[src/rtl/mux_arb_n.sv]
// N-input WIDTH-bit data selector with a single-entry registered output stage.
// MODE 0 picks the channel from select_signal; MODE 1 arbitrates round-robin.
module mux_arb_n #(
   parameter int unsigned WIDTH    = 32,
   parameter int unsigned N_INPUTS = 4,
   parameter int unsigned SEL_W    = $clog2(N_INPUTS),
   parameter int unsigned MODE     = 0
) (
   input  logic                      clk,
   input  logic                      reset,
   input  logic [N_INPUTS-1:0]       in_valid,
   input  logic [N_INPUTS*WIDTH-1:0] in_data,
   output logic [N_INPUTS-1:0]       in_ready,
   input  logic [SEL_W-1:0]          select_signal,
   output logic                      out_valid,
   output logic [WIDTH-1:0]          out_data,
   output logic [SEL_W-1:0]          out_channel,
   input  logic                      out_ready
);

   logic [WIDTH-1:0] ch_data [N_INPUTS];

   logic             out_valid_q, out_valid_d;
   logic [WIDTH-1:0] out_data_q, out_data_d;
   logic [SEL_W-1:0] out_channel_q, out_channel_d;
   logic [SEL_W-1:0] rr_ptr_q, rr_ptr_d;

   logic             grant_vld;
   logic [SEL_W-1:0] grant_idx;
   logic             accept;
   logic             xfer;
   int unsigned      scan_idx;

   for (genvar i = 0; i < N_INPUTS; i++) begin : g_unpack
      assign ch_data[i] = in_data[i*WIDTH +: WIDTH];
   end

   // Grant selection: external select, or first valid channel at/after rr_ptr.
   always_comb begin
      grant_vld = 1'b0;
      grant_idx = '0;
      scan_idx  = 0;
      if (MODE == 0) begin
         if (32'(select_signal) < N_INPUTS) begin
            grant_vld = 1'b1;
            grant_idx = select_signal;
         end
      end else begin
         for (int unsigned k = 0; k < N_INPUTS; k++) begin
            scan_idx = 32'(rr_ptr_q) + k;
            if (scan_idx >= N_INPUTS) scan_idx = scan_idx - N_INPUTS;
            if (!grant_vld && in_valid[SEL_W'(scan_idx)]) begin
               grant_vld = 1'b1;
               grant_idx = SEL_W'(scan_idx);
            end
         end
      end
   end

   // The buffer can take a word when empty or draining this cycle.
   assign accept = !out_valid_q || out_ready;

   always_comb begin
      in_ready = '0;
      if (!reset && grant_vld && accept) in_ready[grant_idx] = 1'b1;
   end

   assign xfer = !reset && grant_vld && accept && in_valid[grant_idx];

   always_comb begin
      out_valid_d   = out_valid_q;
      out_data_d    = out_data_q;
      out_channel_d = out_channel_q;
      rr_ptr_d      = rr_ptr_q;
      if (xfer) begin
         out_valid_d   = 1'b1;
         out_data_d    = ch_data[grant_idx];
         out_channel_d = grant_idx;
         if (MODE == 1) begin
            rr_ptr_d = (grant_idx == SEL_W'(N_INPUTS - 1)) ? '0 : SEL_W'(grant_idx + SEL_W'(1));
         end
      end else if (out_ready) begin
         out_valid_d = 1'b0;
      end
   end

   always_ff @(posedge clk) begin
      if (reset) begin
         out_valid_q   <= 1'b0;
         out_data_q    <= '0;
         out_channel_q <= '0;
         rr_ptr_q      <= '0;
      end else begin
         out_valid_q   <= out_valid_d;
         out_data_q    <= out_data_d;
         out_channel_q <= out_channel_d;
         rr_ptr_q      <= rr_ptr_d;
      end
   end

   assign out_valid   = out_valid_q;
   assign out_data    = out_data_q;
   assign out_channel = out_channel_q;

endmodule

[config.mk]
export PLATFORM = sky130hd
export DESIGN_NAME = mux_arb_n
export DESIGN_NICKNAME = d
export VERILOG_FILES = /design/src/rtl/mux_arb_n.sv
export SDC_FILE = /design/constraint.sdc
export NUM_CORES = 1
export LEC_CHECK = 0
export CAP_MARGIN = 10
export CORE_ASPECT_RATIO = 1.25
export CORE_MARGIN = 5
export CORE_UTILIZATION = 36
export DETAILED_ROUTE_END_ITERATION = 8
export PLACE_DENSITY = 0.9
export SLEW_MARGIN = 15
export SYNTH_ARGS = -nofsm -noshare
export SYNTH_HDL_FRONTEND = slang
export SYNTH_SLANG_ARGS = --single-unit
export TNS_END_PERCENT = 10
[constraint.sdc]
create_clock -name clk -period 3.24 [get_ports clk]
set_input_delay 0.648 -clock clk [delete_from_list [all_inputs] [get_ports clk]]
set_output_delay 0.648 -clock clk [all_outputs]
set_load 0.01 [all_outputs]
==> metrics.yaml <==
outcome: "finished, final reports clean"
cp-end-kind: "primary output"
critical_path_class: "in2out"
combPwrFrac: 0.364
dieArea_sq_um: 7700
postCtsSetupRepairBufs: 0
cts-buffers-inserted: 5
final_common_cell: "clkdlybuf4s50_1"
antenna_found_initial: 0
fin_cells: 440
grt_pass1_wl_microns: 12900
num-nets-final: 510
fp.dieH_microns: 96.8
routed_wl_microns: 8420
cts_hold_buf: 0
min_path_cells: 2
clock_skew_ns: 0.00491
clock_sinks: 35
seq_area_frac_synth: 0.323
grt_start_max_net_pins: 35
cts_resized: 0
fin_crit_ns: 2.90
yosys_warnings: 0
rows: 31
tightest_slew_ns: 1.10
root_buffer: "clkbuf_8"
r2r-end: "out_data[13]$_SDFFE_PP0P_"
syn_nets: 347
fmax_mhz: 345
rrSetupSlack_ns: 1.28
syn_inst: 210
netlist_area_sq_um: 2170
first_iter_violations: 108
rsz0062_at_grt: "false"
num_io_pins: 176
grtUsageTotal: 0.213
hpwl_microns: 6780
path_max_fanout: 6
power_mw: 1.29
worstSetupStartpoint: "out_ready"
start_util: 0.373
place.port_buffers: 175
coreArea_sq_um: 5820
final_cell_mix: "clkdlybuf4s50_1 (173), a21oi_1 (35), dfxtp_1 (35)"
hold_viol_final: 0
hold_start: "out_data[22]$_SDFFE_PP0P_"
reg2reg_from: "out_valid$_SDFFE_PP0P_"
setup_violations: 0
drive_above_1_share: 0.134
hold_class: "reg2reg"
relSlewSlack: 0.266
hold_slack_ns: 0.465
swShare: 0.251
n_antenna_cell: 0
ant_nets: 0
period_share: 0.896
tns_ns: 0
wl_per_cell_microns: 19.1
r2r_cells: 4
vias: 2484
syn_to_final_growth_pct: 85.0
cts.path.max_buffers: 2
power.share.sequential: 0.378
p_switching_uw: 324
clk_pin_slew_ns: 0.06
drv_cap: 0
cts_htree_levels: 2
synth.distinct_cells: 23
insertion_delay_ns: 0.27
p_per_area_nw_per_um2: 321
remaining_drc_errors: 0
maxSlewViolCount: 0
peakVddDrop_uv: 206
pwr-share-clk: 0.258
die_x_microns: 79.5
p_leak_nw: 1.39
gp_congestion: 0.805
grt_overflow_total: 0
critPathLaunchType: "input port"
critPathArrivalTime_ns: 2.25
cts_tree: "yes"
via_per_inst: 5.65
p_int_uw: 964
dr.pass1.iters: 4
synth-seq-cells: 35
holdPathEnd: "out_data[22]$_SDFFE_PP0P_"
grt_pass1_vias: 2672
numPlacedInstances: 432
syn_area_per_cell_sq_um: 10.3
crit_required_ns: 2.59
area by class of cell:
cell class / instances / area, sq um
timing repair buffer: 182 / 1790
fill: 479 / 1800
inverter: 1 / 3.75
clock buffer: 8 / 100
sequential: 35 / 701
multi-input combinational: 148 / 1340
tap: 66 / 82.6
power by group through the flow:
stage                     sequential (mW)  combinational, mW  clock [mW]
after detailed placement            0.496              0.471           0
after global routing                0.490              0.500       0.367
after floorplan                     0.512              0.179           0
after global placement              0.493              0.458           0
final                               0.487              0.468       0.332
after CTS                           0.487              0.473       0.343
Yosys cell counts:
cell	count	area [sq um]
a21oi_1	35	175
dfxtp_1	35	701
nand3_1	34	170
mux4_2	32	721
o21ai_0	29	145
buf_2	13	65.1
clkbuf_1	8	30.0
o21ai_1	5	25.0
buf_4	2	15.0
buf_6	2	22.5
nor4_1	2	12.5
nor4b_1	2	17.5
and3_1	1	6.26
clkbuf_2	1	5.00
inv_1	1	3.75
mux2_2	1	11.3
mux2i_1	1	10.0
nand2_1	1	3.75
nand2b_1	1	6.26
nor2_1	1	3.75
nor2b_1	1	6.26
nor3_2	1	10.0
or3_1	1	6.26
layer usage:
| metal | up-vias | track usage | share of wire |
|---|---|---|---|
| met5 | - | 0 | 0 |
| met4 | 0 | 0.0847 | 0.028 |
| met3 | 18 | 0.0446 | 0.067 |
| met2 | 110 | 0.415 | 0.58 |
| met1 | 1211 | 0.210 | 0.32 |
| li1 | 1145 | - | - |
how the worst max path moves through the flow:
stage	endpoint	slack, ns	cells after the start
floorplan	in_ready[3]	0.98	4
global placement	in_ready[3]	0.53	4
detailed placement	out_data[13]$_SDFFE_PP0P_	0.36	5
CTS	in_ready[3]	0.36	4
global route	in_ready[3]	0.32	4
finish	in_ready[3]	0.34	4
registers in the layout, summed over array words and instances, names as in the netlist:
name,count
out_data,32
out_channel,2
out_valid,1
per-stage QoR:
| stage | instance area, sq um | worst slack [ns] | util |
|---|---|---|---|
| floorplan | 2170 | 0.980 | - |
| finish | 4020 | 0.338 | 0.691 |
| global route | 4020 | 0.319 | 0.691 |
| detailed placement | 3920 | 0.358 | 0.673 |
| CTS | 4020 | 0.362 | 0.691 |
| global placement | 3920 | 0.531 | 0.673 |
cells by family after synthesis:
kind of cell | share of synthesized area
muxes | 0.342
buffers and inverters | 0.0651
and+or+nand+nor | 0.112
AOI/OAI and AO/OA | 0.159
DFF | 0.323
worst max-delay path: stages:
cell and delay, ns:
clkdlybuf4s50_1 0.48, nor2b_1 0.12, nor4b_1 0.36, clkdlybuf4s50_1 0.64
Note: power is estimated with default switching activity, not from simulation.
